--- config.mk ---
export PLATFORM = sky130hd
export DESIGN_NAME = input_debounce
export DESIGN_NICKNAME = d
export VERILOG_FILES = /design/src/rtl/input_debounce.sv
export SDC_FILE = /design/constraint.sdc
export NUM_CORES = 1
export LEC_CHECK = 0
export CORE_ASPECT_RATIO = 1.75
export CORE_MARGIN = 3
export CORE_UTILIZATION = 30
export CTS_CLUSTER_SIZE = 24
export DETAILED_ROUTE_END_ITERATION = 12
export PLACE_DENSITY_LB_ADDON = 0.1
export SLEW_MARGIN = 20
export SYNTH_ARGS = -nofsm -noshare
export SYNTH_HDL_FRONTEND = slang
export SYNTH_SLANG_ARGS = --single-unit
--- constraint.sdc ---
create_clock -name CLK -period 4.3 [get_ports CLK]
set_input_delay 0.86 -clock CLK [delete_from_list [all_inputs] [get_ports CLK]]
set_output_delay 0.86 -clock CLK [all_outputs]
set_load 0.05 [all_outputs]
--- src/rtl/input_debounce.sv ---
// Push-button debouncer: two-flop synchronizer feeding a five-state FSM that
// emits one single-cycle pulse per press held stable for DEBOUNCE_CYCLES.
module input_debounce #(
    parameter int unsigned DEBOUNCE_CYCLES = 1000000,
    parameter int unsigned CNT_W           = 20
) (
    input  logic CLK,
    input  logic RESET,
    input  logic Btn,
    output logic Btn_pulse
);

    typedef enum logic [2:0] {
        IDLE,
        PRESS_WAIT,
        PULSE,
        HELD,
        RELEASE_WAIT
    } state_t;

    localparam logic [CNT_W-1:0] CNT_LAST = CNT_W'(DEBOUNCE_CYCLES - 1);

    logic             s1_q;
    logic             s2_q;
    state_t           state_q;
    state_t           state_d;
    logic [CNT_W-1:0] cnt_q;
    logic [CNT_W-1:0] cnt_d;

    always_ff @(posedge CLK) begin
        if (RESET) begin
            s1_q    <= 1'b0;
            s2_q    <= 1'b0;
            state_q <= IDLE;
            cnt_q   <= '0;
        end else begin
            s1_q    <= Btn;
            s2_q    <= s1_q;
            state_q <= state_d;
            cnt_q   <= cnt_d;
        end
    end

    // The counter is checked against its last value before incrementing, so it never wraps.
    always_comb begin
        state_d = state_q;
        cnt_d   = cnt_q;
        case (state_q)
            IDLE: begin
                if (s2_q) begin
                    state_d = PRESS_WAIT;
                    cnt_d   = '0;
                end
            end
            PRESS_WAIT: begin
                if (!s2_q) begin
                    state_d = IDLE;
                end else if (cnt_q == CNT_LAST) begin
                    state_d = PULSE;
                end else begin
                    cnt_d = cnt_q + 1'b1;
                end
            end
            PULSE: begin
                state_d = HELD;
            end
            HELD: begin
                if (!s2_q) begin
                    state_d = RELEASE_WAIT;
                    cnt_d   = '0;
                end
            end
            RELEASE_WAIT: begin
                if (s2_q) begin
                    state_d = HELD;
                end else if (cnt_q == CNT_LAST) begin
                    state_d = IDLE;
                end else begin
                    cnt_d = cnt_q + 1'b1;
                end
            end
            default: begin
                state_d = IDLE;
                cnt_d   = '0;
            end
        endcase
    end

    assign Btn_pulse = (state_q == PULSE);

endmodule

[Word level (Yosys, flattened, before mapping)]
Index checks and enable logic that the tools add are counted.
Cells by class
  add/sub/neg operators: 1
  equality and inequality tests: 11
  muxes and demuxes: 13
  bitwise operators: 1
  reduce and logical (&&, ||, !) cells: 3
Operators with widths (count)
  $mux 20: 5
  $pmux 20 s5: 1
  $add 20x1->20 const B: 1
  $eq 20x20->1 const B: 1
  $mux 3: 6
  $pmux 3 s5: 1
  $ne 2x2->1 const B: 4
  $eq 3x2->1 const B: 2
  $ne 3x3->1 const B: 2
  $reduce_and 5->1: 1
  $reduce_and 4->1: 1
  $eq 3x1->1 const B: 1
  $eq 3x3->1 const B: 1
  $logic_not 3->1: 1
  $not 1->1: 1
Word-level totals
  flip-flop bits (word level): 25
  input bits: 3
  output and inout bits: 1
  word-level logic and storage cells: 33

[Logic depth before layout (Yosys ltp)]
Gate-level depths: netlist (run 1).
  depth after elaboration: 4
  depth in mapped cells: 7
  gate-level depth less buffers: 6

[Least setup slack after synthesis (run 1)]
OpenSTA, ideal clock, no wires.
  path kind: register to output
  start: reg state_q[2]
  end: out Btn_pulse
  data arrival time: 1.175 ns
  required time: 3.440 ns
  path slack: 2.265 ns
  stages on the path, launching flop included: 3
  path buffers: 0
  path through: dfxtp_1 nand2b_1 nor2_1
On the way
  longest elaborated chain between the ends: 1
RTL lines
  start, declared: line 25  | state_t state_q;
  start signal, assigned: line 39  | state_q <= state_d;
  $eq 3x2->1: line 89  | assign Btn_pulse = (state_q == PULSE);
  end, declared: line 10  | output logic Btn_pulse
Every way passes these cells.

[Final worst setup path (run 1)]
  start: reg state_q[1]
  end: out Btn_pulse
The elaborated chain is that of the path after synthesis.

==> results of run 1 <==
## cell usage after synthesis (3+ instances only)
cell type,n
o21ai_0,9
a21oi_1,22
nand2_1,8
nor2_1,9
a311oi_1,5
a31oi_1,8
nand4_1,4
nor4b_2,3
nand3b_1,3
and2_1,4
o21ai_1,4
dfxtp_1,25
clkbuf_1,4
nor2b_1,3
nand3_1,12
or3_1,5
inv_1,4
and3_1,3
o31ai_1,6
buf_2,4
o21a_1,3
## registers in the layout, indices dropped and copies added, names as in the netlist
name / count
cnt_q: 20
state_q: 3
s1_q: 1
s2_q: 1
## cell families (layout without fill, tap and decap cells)
group / after synthesis / count (layout)
flip-flops: 25 / 25
adder cells (fa/ha/maj): 1 / 1
buffers and inverters: 13 / 11
XOR/XNOR: 2 / 2
AND/OR/NAND/NOR: 72 / 72
AO/OA/AOI/OAI: 64 / 64
## final cells by class
cell class,instances,area (µm²),share of cell area (%)
well taps,52,65.06,4.170
clock inverters,1,5.005,0.3208
clock buffers,3,41.29,2.646
inverters,4,15.01,0.9623
repair buffers,3,30.03,1.925
flip-flops and latches,25,500.5,32.08
multi-input cells,139,903.4,57.90
## path summary, 6_finish.rpt
kind,endpoint,cells after the start
worst max-delay path,Btn_pulse,3
worst min-delay path,s2_q,1
worst max register to register,cnt_q[10],5
worst min register to register,s2_q,1
## power by group through the flow
stage | sequential [mW] | combinational (mW) | clock [mW]
4_1_cts | 0.235 | 0.0220 | 0.150
5_1_grt | 0.235 | 0.0238 | 0.162
6_report | 0.235 | 0.0218 | 0.144
3_5_place_dp | 0.240 | 0.0217 | 0
3_3_place_gp | 0.240 | 0.0215 | 0
2_1_floorplan | 0.239 | 0.0167 | 0
## metal layers
layer	GRT usage (%)	up-vias	routed length, µm
met5	0	-	0
met2	24.62	16	2041
li1	-	677	-
met3	2.249	10	73
met1	17.37	656	1698
met4	6.981	0	110
## cells in the final DEF, fill, tap and decap left out, types with 3 or more instances in the layout
| cell | n |
|---|---|
| nor2_1 | 9 |
| o21ai_0 | 9 |
| nand2_1 | 8 |
| or3_1 | 5 |
| nor2b_1 | 3 |
| inv_1 | 4 |
| a21oi_1 | 22 |
| nand3b_1 | 3 |
| nor4b_2 | 3 |
| a311oi_1 | 5 |
| a31oi_1 | 8 |
| clkbuf_8 | 3 |
| nand3_1 | 12 |
| and2_1 | 4 |
| dfxtp_1 | 25 |
| nand4_1 | 4 |
| clkdlybuf4s50_1 | 3 |
| and3_1 | 3 |
| o21ai_1 | 4 |
| o31ai_1 | 6 |
| o21a_1 | 3 |
## worst max-delay path, stage by stage, from the launching register on
cell and delay, ns:
dfxtp_1 0.45, nand2b_1 0.14, nor2_1 0.10, clkdlybuf4s50_1 0.81
==> summary.txt, run 1 <==
outcome = completed
crit path max fanout = 7
DRT Pass-1 Iters = 4
DRC Markers = 0
net switching fraction of the power = 23.99%
Synth Area in XOR/XNOR = 1.199%
largest family of logic cells by synthesized area = simple AND/OR/NAND/NOR gates
fmax = 0.3794 GHz
type of the worst setup path = reg2out
I/O pin count = 4
top_reg_cell synth = dfxtp_1
Die Wd = 58.76 µm
Synth Area in Compound Gates = 27.57%
Hold Crit Class = reg2reg
Routed WL per cell = 17.28 µm
via count = 1359
Unique masters post-synth = 43
area leader, netlist = dfxtp_1
num rows = 33
Cells after Synth = 177
sequential share of power = 58.6%
Vias/cell = 5.987
simple-gate share of the synthesized area = 32.19%
max-slew violation count = 0
clock root cell = clkbuf_8
element type at the critical path end = output port
CTS tree = yes
RSZ-0062 raised after global routing = no
total wire length = 3923 µm
Finished Cell Area = 1560 µm²
Post-Place Cells = 223
CTS Sinks = 25
vias in the first global route = 1301
initial antenna violation count = 0
post-route ant nets = 0
Pwr Total = 400.3 µW
IO buf count = 3
top cell type's share of synthesized area = 34.25%
Max Root-Sink Buffers = 2
area post-placement = 1514 µm²
crit path launch = state_q[1]
antenna fix cells = 0
mean post-synth cell area = 8.257 µm²
P_sw = 96.01 µW
asr flop ratio synth = 0%
peak supply drop = 0.1184 mV
H-tree Lvls = 1
Internal = 304.3 µW
Worst R2R Start = state_q[0]
Detailed Route Iter0 Violations = 35
TritonCTS Buffers = 3
Comb pwr share = 5.4%
sequential area share after synthesis = 34.25%
P&R area growth vs syn = 6.764%
syn_nets = 181
Fin Setup TNS = 0 ns
grt ovf = 0
Final GP Congestion = 0.7682
post-place setup slack = 1.929 ns
top post-synthesis cells by area = dfxtp_1, a21oi_1, nand3_1
die area = 5778 µm²
Final Setup Violations = 0
NumNets Final = 180
Core ar. = 4707 µm²
post-route insts no fill = 227
clock latency on the worst-skew pair = 0.27 ns
Clk pwr share = 35.9%
hold_buf cts = 0
DP HPWL = 2781 µm
Synth Area in Adders = 0.8562%
crit path launch type = flop
Worst EP arrival = 1.78 ns
HP Start = s1_q
Post-CTS Setup Bufs = 0
GRT Total Usage = 14.59%
post-cts sizing count = 0
share of layout cells above drive strength 1 = 9.714%
minimum clock period = 2.636 ns
Clock transition at path regs = 0.09 ns
WHS = 0.4437 ns
Slew HR = 30.01%
final core utilization = 33.15%
mux cell area share after synthesis = 0%
Post-synth EDFFs = 0
Clock Skew = 0.004677 ns
largest net degree at the start of global routing = 26
max-cap violation count = 0
Initial Utilization = 31.05%
first-pass GRT wire length = 6541 µm
Static Leak = 0.4826 nW
pwr dens = 256.5 nW/µm²
fill count = 521
Final period util = 61.30%
worst path required time = 3.44 ns
Synth warnings = 0
reg2reg setup slack = 2.05 ns
Netlist Area Pre-Place = 1461 µm²
Fin. Hold Viols = 0
measured slew at the worst slew-check pin = 1.047 ns
Die H = 98.33 µm
Final WS setup = 1.664 ns
Seq cells post-synth = 25
(Power assumes the default switching activity.)
==> inputs of run 2 (changes only) <==
==> constraint.sdc (replaced) <==
create_clock -name CLK -period 2.7 [get_ports CLK]
set_input_delay 0.54 -clock CLK [delete_from_list [all_inputs] [get_ports CLK]]
set_output_delay 0.54 -clock CLK [all_outputs]
set_load 0.05 [all_outputs]
==> summary.txt, run 2 (same netlist as run 1, synthesis figures left out) <==
Top Registers = cnt_q: 20 flops, state_q: 3 flops
TritonCTS Buffers = 3
DRT Pass-1 Iters = 4
fill count = 522
IO buf count = 3
reg2reg setup slack = 0.74 ns
Clock transition at path regs = 0.09 ns
Final period util = 85.55%
largest net degree at the start of global routing = 26
Clk pwr share = 35.6%
final core utilization = 33.60%
sequential share of power = 58.7%
share of layout cells above drive strength 1 = 10.67%
Slew HR = 52.45%
DRC Markers = 0
peak supply drop = 0.1792 mV
max-slew violation count = 0
most frequent cells in the layout = dfxtp_1, a21oi_1, nand3_1
Vias/cell = 5.909
worst reg2reg path depth = 6
element type at the critical path end = output port
max-cap violation count = 0
num rows = 33
fmax = 0.4329 GHz
most common cell after layout, fill and taps aside = dfxtp_1
pwr dens = 402.5 nW/µm²
RSZ-0062 raised after global routing = no
GRT Total Usage = 13.76%
net switching fraction of the power = 23.30%
Detailed Route Iter0 Violations = 40
I/O pin count = 4
Post-CTS Setup Bufs = 0
P&R area growth vs syn = 8.219%
P_sw = 148.3 µW
Static Leak = 0.4945 nW
Final GP Congestion = 0.8081
post-route ant nets = 0
crit path launch type = flop
first-pass GRT wire length = 6244 µm
die area = 5778 µm²
crit path max fanout = 7
minimum clock period = 2.310 ns
measured slew at the worst slew-check pin = 0.7106 ns
CTS tree = yes
H-tree Lvls = 1
clock latency on the worst-skew pair = 0.27 ns
Internal = 488.2 µW
initial antenna violation count = 0
Die H = 98.33 µm
outcome = completed
hold_buf cts = 0
Die Wd = 58.76 µm
Final Setup Violations = 0
DP HPWL = 2811 µm
max reg flops = 20
hold endpoint = s2_q
Core ar. = 4707 µm²
FF+latch area = 500.5 µm²
grt ovf = 0
Top reg by flops = cnt_q
antenna fix cells = 0
HP Start = s1_q
Comb pwr share = 5.7%
Max Root-Sink Buffers = 2
total wire length = 3807 µm
post-cts sizing count = 0
NumNets Final = 183
Routed WL per cell = 16.55 µm
Hold Path Cell Cnt = 1
type of the worst setup path = reg2out
Worst R2R Start = cnt_q[0]
Worst EP arrival = 1.77 ns
via count = 1359
Initial Utilization = 31.05%
clock root cell = clkbuf_8
Worst R2R End = cnt_q[10]
vias in the first global route = 1234
multi-input logic area = 903.4 µm²
Fin. Hold Viols = 0
Clock Skew = 0.003900 ns
Hold Crit Class = reg2reg
CTS Sinks = 25
Fin Setup TNS = 0 ns
worst path required time = 2.16 ns
## run 2: power by group through the flow
stage	clock network, mW	logic [mW]	registers [mW]
2_1_floorplan	0	0.0266	0.380
3_3_place_gp	0	0.0368	0.382
3_5_place_dp	0	0.0362	0.382
4_1_cts	0.237	0.0365	0.374
5_1_grt	0.252	0.0399	0.374
6_report	0.227	0.0361	0.374
## run 2: metal layers
metal | track usage [%] | wire, µm | up-vias
li1 | - | - | 680
met1 | 17.09 | 1643 | 660
met2 | 24.11 | 2038 | 15
met3 | 1.587 | 86 | 4
met4 | 4.014 | 40 | 0
met5 | 0 | 0 | -
## run 2: worst max-delay path, stage by stage (launching register included)
cell and delay (ns):
dfxtp_1 0.38, nand2b_1 0.21, nor2_1 0.10, clkdlybuf4s50_1 0.80
## run 2: area by class of cell
| cell class | instances | share of cell area (%) |
|---|---|---|
| multi-input combinational | 139 | 57.12 |
| clock buffer | 4 | 2.848 |
| timing repair buffer | 6 | 3.323 |
| inverter | 4 | 0.9494 |
| sequential | 25 | 31.65 |
| tap | 52 | 4.114 |
## run 2: how the worst max path moves through the flow
stage / start / endpoint / depth (start not counted)
final: state_q[2] / Btn_pulse / 3
after global routing: state_q[1] / Btn_pulse / 3
after CTS: state_q[2] / Btn_pulse / 3
after detailed placement: state_q[1] / Btn_pulse / 3
after global placement: state_q[1] / Btn_pulse / 3
after floorplan: state_q[2] / Btn_pulse / 2
## run 2: metrics by stage
| step | std cells | worst slack (ns) | power (mW) | cell area, µm² | hold WS (ns) |
|---|---|---|---|---|---|
| after global routing | 230 | 0.2841 | 0.6658 | 1582 | 0.4632 |
| after CTS | 230 | 0.3696 | 0.6472 | 1582 | 0.4470 |
| after detailed placement | 226 | 0.6805 | 0.4184 | 1536 | 0.4247 |
| final | 230 | 0.3902 | 0.6365 | 1582 | 0.4449 |
| after floorplan | 177 | 0.9848 | 0.4071 | 1461 | 0.4138 |
| after global placement | 226 | 0.6726 | 0.4191 | 1536 | 0.4246 |
==> patch 1: new RTL, settings of run 2 <==
Change the parameter `CNT_W` from 20 to 40.
--- a/src/rtl/input_debounce.sv
+++ b/src/rtl/input_debounce.sv
@@ -2,7 +2,7 @@
 // emits one single-cycle pulse per press held stable for DEBOUNCE_CYCLES.
 module input_debounce #(
     parameter int unsigned DEBOUNCE_CYCLES = 1000000,
-    parameter int unsigned CNT_W           = 20
+    parameter int unsigned CNT_W           = 40
 ) (
     input  logic CLK,
     input  logic RESET,
Formal check against the unedited RTL: same outputs for any inputs over 10 cycles, from zero or initial values and one cycle with RESET high; that may be too few to reach the edited logic, so the function may still have changed.
==> patch 1 against run 2 <==
  * Utilization up 2.6 points
  * Synthesized area up 81%
  * Cell area up 93%
  * Sequential share of layout area down 2.1 points
  * Wire length up 130%
  * Non-clock buffer count up 16
  * Synthesized cell count up 88%
  * Critical path type is now register to register
  * Sequential cell count up 20
  * Power up 110%
  * Worst setup slack worse by 180 ps
==> patch 1: results (changes against run 2) <==
** Run status
- Outcome: completed (unchanged).

** Yosys
- Count of different cell masters after synthesis :: 52 (was 43)
- The net count after synthesis was 337 (was 181).
- Most common library cells after synthesis: sky130_fd_sc_hd__dfxtp_1 (45), sky130_fd_sc_hd__nand2_1 (36), sky130_fd_sc_hd__nor2_1 (34) (was sky130_fd_sc_hd__dfxtp_1 (25), sky130_fd_sc_hd__a21oi_1 (22), sky130_fd_sc_hd__nand3_1 (12)).
- Share of cell area taken by muxes after synthesis :: 0.758% (was 0%)
- The per-instance average area after synthesis is 7.94 µm² (was 8.26 µm²).

** Cells and area
- Buffer count excluding the clock tree in the final layout :: 22 (was 6)
- Largest registers in the final layout: cnt_q: 40 flops, state_q: 3 flops (was cnt_q: 20 flops, state_q: 3 flops).
- The net total in the final layout was 350 (was 183).
- The count of fill cells added during filler insertion is 897 (was 522).
- #MultiIn Comb :: 266 (was 139)
- The footprint of the flip-flops and latches was 901 µm² (was 500 µm²).
- Area growth from synthesis to layout :: 15.3% (was 8.22%)
- The number of non-filler instances in the completed layout was 462 (was 230).
- The share of final-layout standard cells stronger than drive strength 1 is 11.2% (was 10.7%).
- Signal inverters :: 6 (was 4)
- Final std cell area, no fill :: 3050 µm² (was 1580 µm²)
- Relative area of clock buffers and inverters in the final design :: 4.48% (was 2.85%)
- Final-layout clock buffer total :: 8 (was 4)
- The fraction of cell area in non-clock buffers is 6.08% (was 3.32%).

** CTS
- The clock edge transition at the registers on the reported setup and hold paths came to 60 ps (was 90 ps).
- Clock Sink Count :: 45 (was 25)
- The buffer cell driving the clock tree root was sky130_fd_sc_hd__clkbuf_16 (was sky130_fd_sc_hd__clkbuf_8).
- Clock insertion delay at the later pin of the skew report :: 290 ps (was 270 ps)

** Global route
- The global-route wire length before repair is 13700 µm (was 6240 µm).
- The maximum number of pins on one net before global-route repair came to 29 (was 26).
- The overall track demand over capacity in global routing was 17.8% (was 13.8%).
- The global routing met2 resource utilization was 32.7% (was 24.1%).

** Power
- Cell leakage power :: 1.04 nW (was 0.494 nW)

** Timing
- Worst Max-Slew Pin Slew :: 671 ps (was 711 ps)

** Detailed routing
- The per-cell routed wire length is 18.7 µm (was 16.6 µm).
- DRC marker count from the first detailed-route iteration :: 144 (was 40)
- The sum of routed wire segments on met1 is 3610 µm (was 1640 µm).
- Wire length on met3 :: 286 µm (was 86 µm)
- Count of vias placed by the detailed router :: 2670 (was 1359)

** Setup path
- The critical path's slowest cell is sky130_fd_sc_hd__or4b_1 (was sky130_fd_sc_hd__clkdlybuf4s50_1).

** Placed design
- Number of cells after detailed placement :: 454 (was 226)
- DP Wirelength :: 6400 µm (was 2810 µm)
- GPL Wtd Cong :: 0.807 (was 0.808)
## patch 1: path summary, 6_finish.rpt
check / end / depth (start not counted) / slack, ps
setup reg to reg: cnt_q[39]$_SDFFE_PP0P_ / 6 / 210
setup / recovery: cnt_q[39]$_SDFFE_PP0P_ / 6 / 210
hold reg to reg: s2_q$_SDFF_PP0_ / 1 / 440
hold / removal: s2_q$_SDFF_PP0_ / 1 / 440
## patch 1: where the power goes
group / internal [W] / leakage (nW) / total [W] / switching (W)
combinational: 0.0000239 / 0.611 / 0.0000737 / 0.0000498
sequential: 0.000666 / 0.363 / 0.000669 / 0.00000348
clock: 0.000345 / 0.0652 / 0.000603 / 0.000258
total: 0.00103 / 1.04 / 0.00135 / 0.000311
## patch 1: critical path, delay by kind of cell (launching register included)
kind	cells	cell delay, ps
and+or+nand+nor	4	1520
AOI/OAI and AO/OA	2	380
DFF	1	480
==> patch 2: new RTL, flow settings as in run 2 <==
Without the edit above. The 5 states of `state_t` get a Gray code encoding in 3 bits.
--- a/src/rtl/input_debounce.sv
+++ b/src/rtl/input_debounce.sv
@@ -11,11 +11,11 @@
 );
 
     typedef enum logic [2:0] {
-        IDLE,
-        PRESS_WAIT,
-        PULSE,
-        HELD,
-        RELEASE_WAIT
+        IDLE         = 3'b000,
+        PRESS_WAIT   = 3'b001,
+        PULSE        = 3'b011,
+        HELD         = 3'b010,
+        RELEASE_WAIT = 3'b110
     } state_t;
 
     localparam logic [CNT_W-1:0] CNT_LAST = CNT_W'(DEBOUNCE_CYCLES - 1);
Function: no difference found for any inputs over 10 cycles, from zero or initial values and one cycle with RESET high; not proved beyond that.
==> patch 2 against run 2 <==
  * Non-clock buffer count is 2 higher
  * Sequential cell count stayed put
  * Power is 0.65% lower
  * Synthesized area is 0.51% lower
  * Critical endpoint unchanged
  * Wire length is 0.55% higher
  * Sequential share of layout area is 0.33 points higher
  * Clock skew is 2.8 ps higher
  * Register-to-register slack worse by 240 ps
  * Cell count is 3.0% lower
  * Cell area is 1.0% lower
  * Largest cell class unchanged
  * Worst setup slack worse by 180 ps
==> patch 2: results (changes against run 2) <==
** Detailed routing
- The via-per-instance ratio came to 5.86 (was 5.91).
- The final routed wirelength across all metal layers is 3830 µm (was 3810 µm).

** Timing
- Worst Max-Slew Pin Slew :: 757 ps (was 711 ps)
- Clk_skew :: 6.66 ps (was 3.90 ps)

** Global route
- Pin count of the biggest net entering global routing :: 19 (was 26)
- The overall track demand over capacity in global routing came to 14.2% (was 13.8%).
- Via count of the first global-routing pass :: 1317 (was 1234)
- The global-route wire length before repair is 6330 µm (was 6240 µm).

** Yosys
- The gate count of the mapped netlist was 168 (was 177).
- Top area cells in the synthesized netlist :: sky130_fd_sc_hd__dfxtp_1 (34%), sky130_fd_sc_hd__a21oi_1 (4.5%), sky130_fd_sc_hd__o21ai_0 (3.8%) (was sky130_fd_sc_hd__dfxtp_1 (34%), sky130_fd_sc_hd__a21oi_1 (7.5%), sky130_fd_sc_hd__nand3_1 (4.1%))
- Sequential share of the synthesized area :: 34.4% (was 34.2%)
- Most common library cells after synthesis :: sky130_fd_sc_hd__dfxtp_1 (25), sky130_fd_sc_hd__a21oi_1 (13), sky130_fd_sc_hd__nand2_1 (11), sky130_fd_sc_hd__o21ai_0 (11), sky130_fd_sc_hd__nor2_1 (9) (was sky130_fd_sc_hd__dfxtp_1 (25), sky130_fd_sc_hd__a21oi_1 (22), sky130_fd_sc_hd__nand3_1 (12))

** Setup path
- The launch instance of the worst register-to-register path was state_q[2]$_SDFFE_PP0P_ (was cnt_q[0]$_SDFFE_PP0P_).
- The count of cells along the worst register-to-register path was 5 (was 6).
- The critical path arrival came to 1950 ps (was 1770 ps).

** Cells and area
- Final standard cell count with taps included and fillers excluded :: 223 (was 230)
- Fill cell instance count of the final layout :: 508 (was 522)
- The net total in the final layout was 177 (was 183).
- Layout cells sized above 1 :: 12.8% (was 10.7%)

** Power
- The internal power was 0.000486 W (was 0.000488 W).
- Worst IR Drop VDD :: 0.000227 V (was 0.000179 V)

** CTS
- Clock insertion delay at the later pin of the skew report :: 270 ps (about the same)
- The maximum clock insertion buffer count was 2 (unchanged).
- The post-CTS setup-driven buffer insertion count is 0 (unchanged).

** Placed design
- GPL Wtd Cong :: 0.792 (was 0.808)

** Run status
- Outcome: completed (unchanged).
==> patch 2: cell families (layout without fill, tap and decap cells) <==
logic type,Yosys count,after routing,synth area share (%)
fa+ha+maj,1,1,0.860
compound gates,57,57,26.2
simple gates,74,74,33.0
flops,25,25,34.4
buf+inv,11,15,5.51
==> patch 2: worst max-delay path by stage <==
| stage | end | slack (ps) | depth (start not counted) |
|---|---|---|---|
| 6_report | Btn_pulse | 210 | 3 |
| 5_1_grt | Btn_pulse | 50 | 3 |
| 4_1_cts | Btn_pulse | 180 | 3 |
| 3_5_place_dp | Btn_pulse | 500 | 3 |
| 3_3_place_gp | cnt_q[16]$_SDFFE_PP0P_ | 520 | 4 |
| 2_1_floorplan | cnt_q[16]$_SDFFE_PP0P_ | 760 | 6 |
==> patch 2: critical path, cell delays in order (launching register included) <==
cell	delay, ps
sky130_fd_sc_hd__dfxtp_1	450
sky130_fd_sc_hd__nor2b_1	280
sky130_fd_sc_hd__and2_1	160
sky130_fd_sc_hd__clkdlybuf4s50_1	790
==> patch 2: cell type report <==
| cell class | instances | area [µm²] | share of cell area [%] |
|---|---|---|---|
| well taps | 51 | 63.8 | 4.08 |
| inverters | 3 | 11.3 | 0.719 |
| multi-input cells | 132 | 873 | 55.8 |
| clock buffers | 3 | 41.3 | 2.64 |
| flip-flops and latches | 25 | 500 | 32.0 |
| repair buffers | 8 | 67.6 | 4.32 |
| clock inverters | 1 | 7.51 | 0.480 |
==> patch 2: metal layers <==
| layer | part of all wire, % | wire, µm | track usage [%] | vias up |
|---|---|---|---|---|
| met5 | 0 | 0 | 0 | - |
| met4 | 3.4 | 129 | 8.20 | 0 |
| met3 | 1.9 | 73 | 1.72 | 10 |
| met2 | 55 | 2090 | 24.5 | 21 |
| met1 | 40 | 1540 | 16.1 | 618 |
| li1 | - | - | - | 658 |
==> patch 2: stage by stage <==
step | power, W | area (µm²) | setup WS, ps | hold WS, ps | util, %
floorplan | 0.000401 | 1450 | 764 | 414 | -
global placement | 0.000410 | 1520 | 517 | 423 | 33.5
detailed placement | 0.000411 | 1520 | 501 | 428 | 33.5
CTS | 0.000648 | 1570 | 180 | 456 | 34.6
global route | 0.000665 | 1570 | 48.1 | 484 | 34.6
finish | 0.000632 | 1570 | 206 | 452 | 34.6
==> patch 2: power groups by stage <==
stage / Combinational (W) / Clock (W) / Sequential, W
floorplan: 0.0000211 / 0 / 0.000380
global placement: 0.0000293 / 0 / 0.000381
detailed placement: 0.0000299 / 0 / 0.000381
CTS: 0.0000300 / 0.000246 / 0.000372
global route: 0.0000327 / 0.000259 / 0.000373
finish: 0.0000301 / 0.000230 / 0.000372
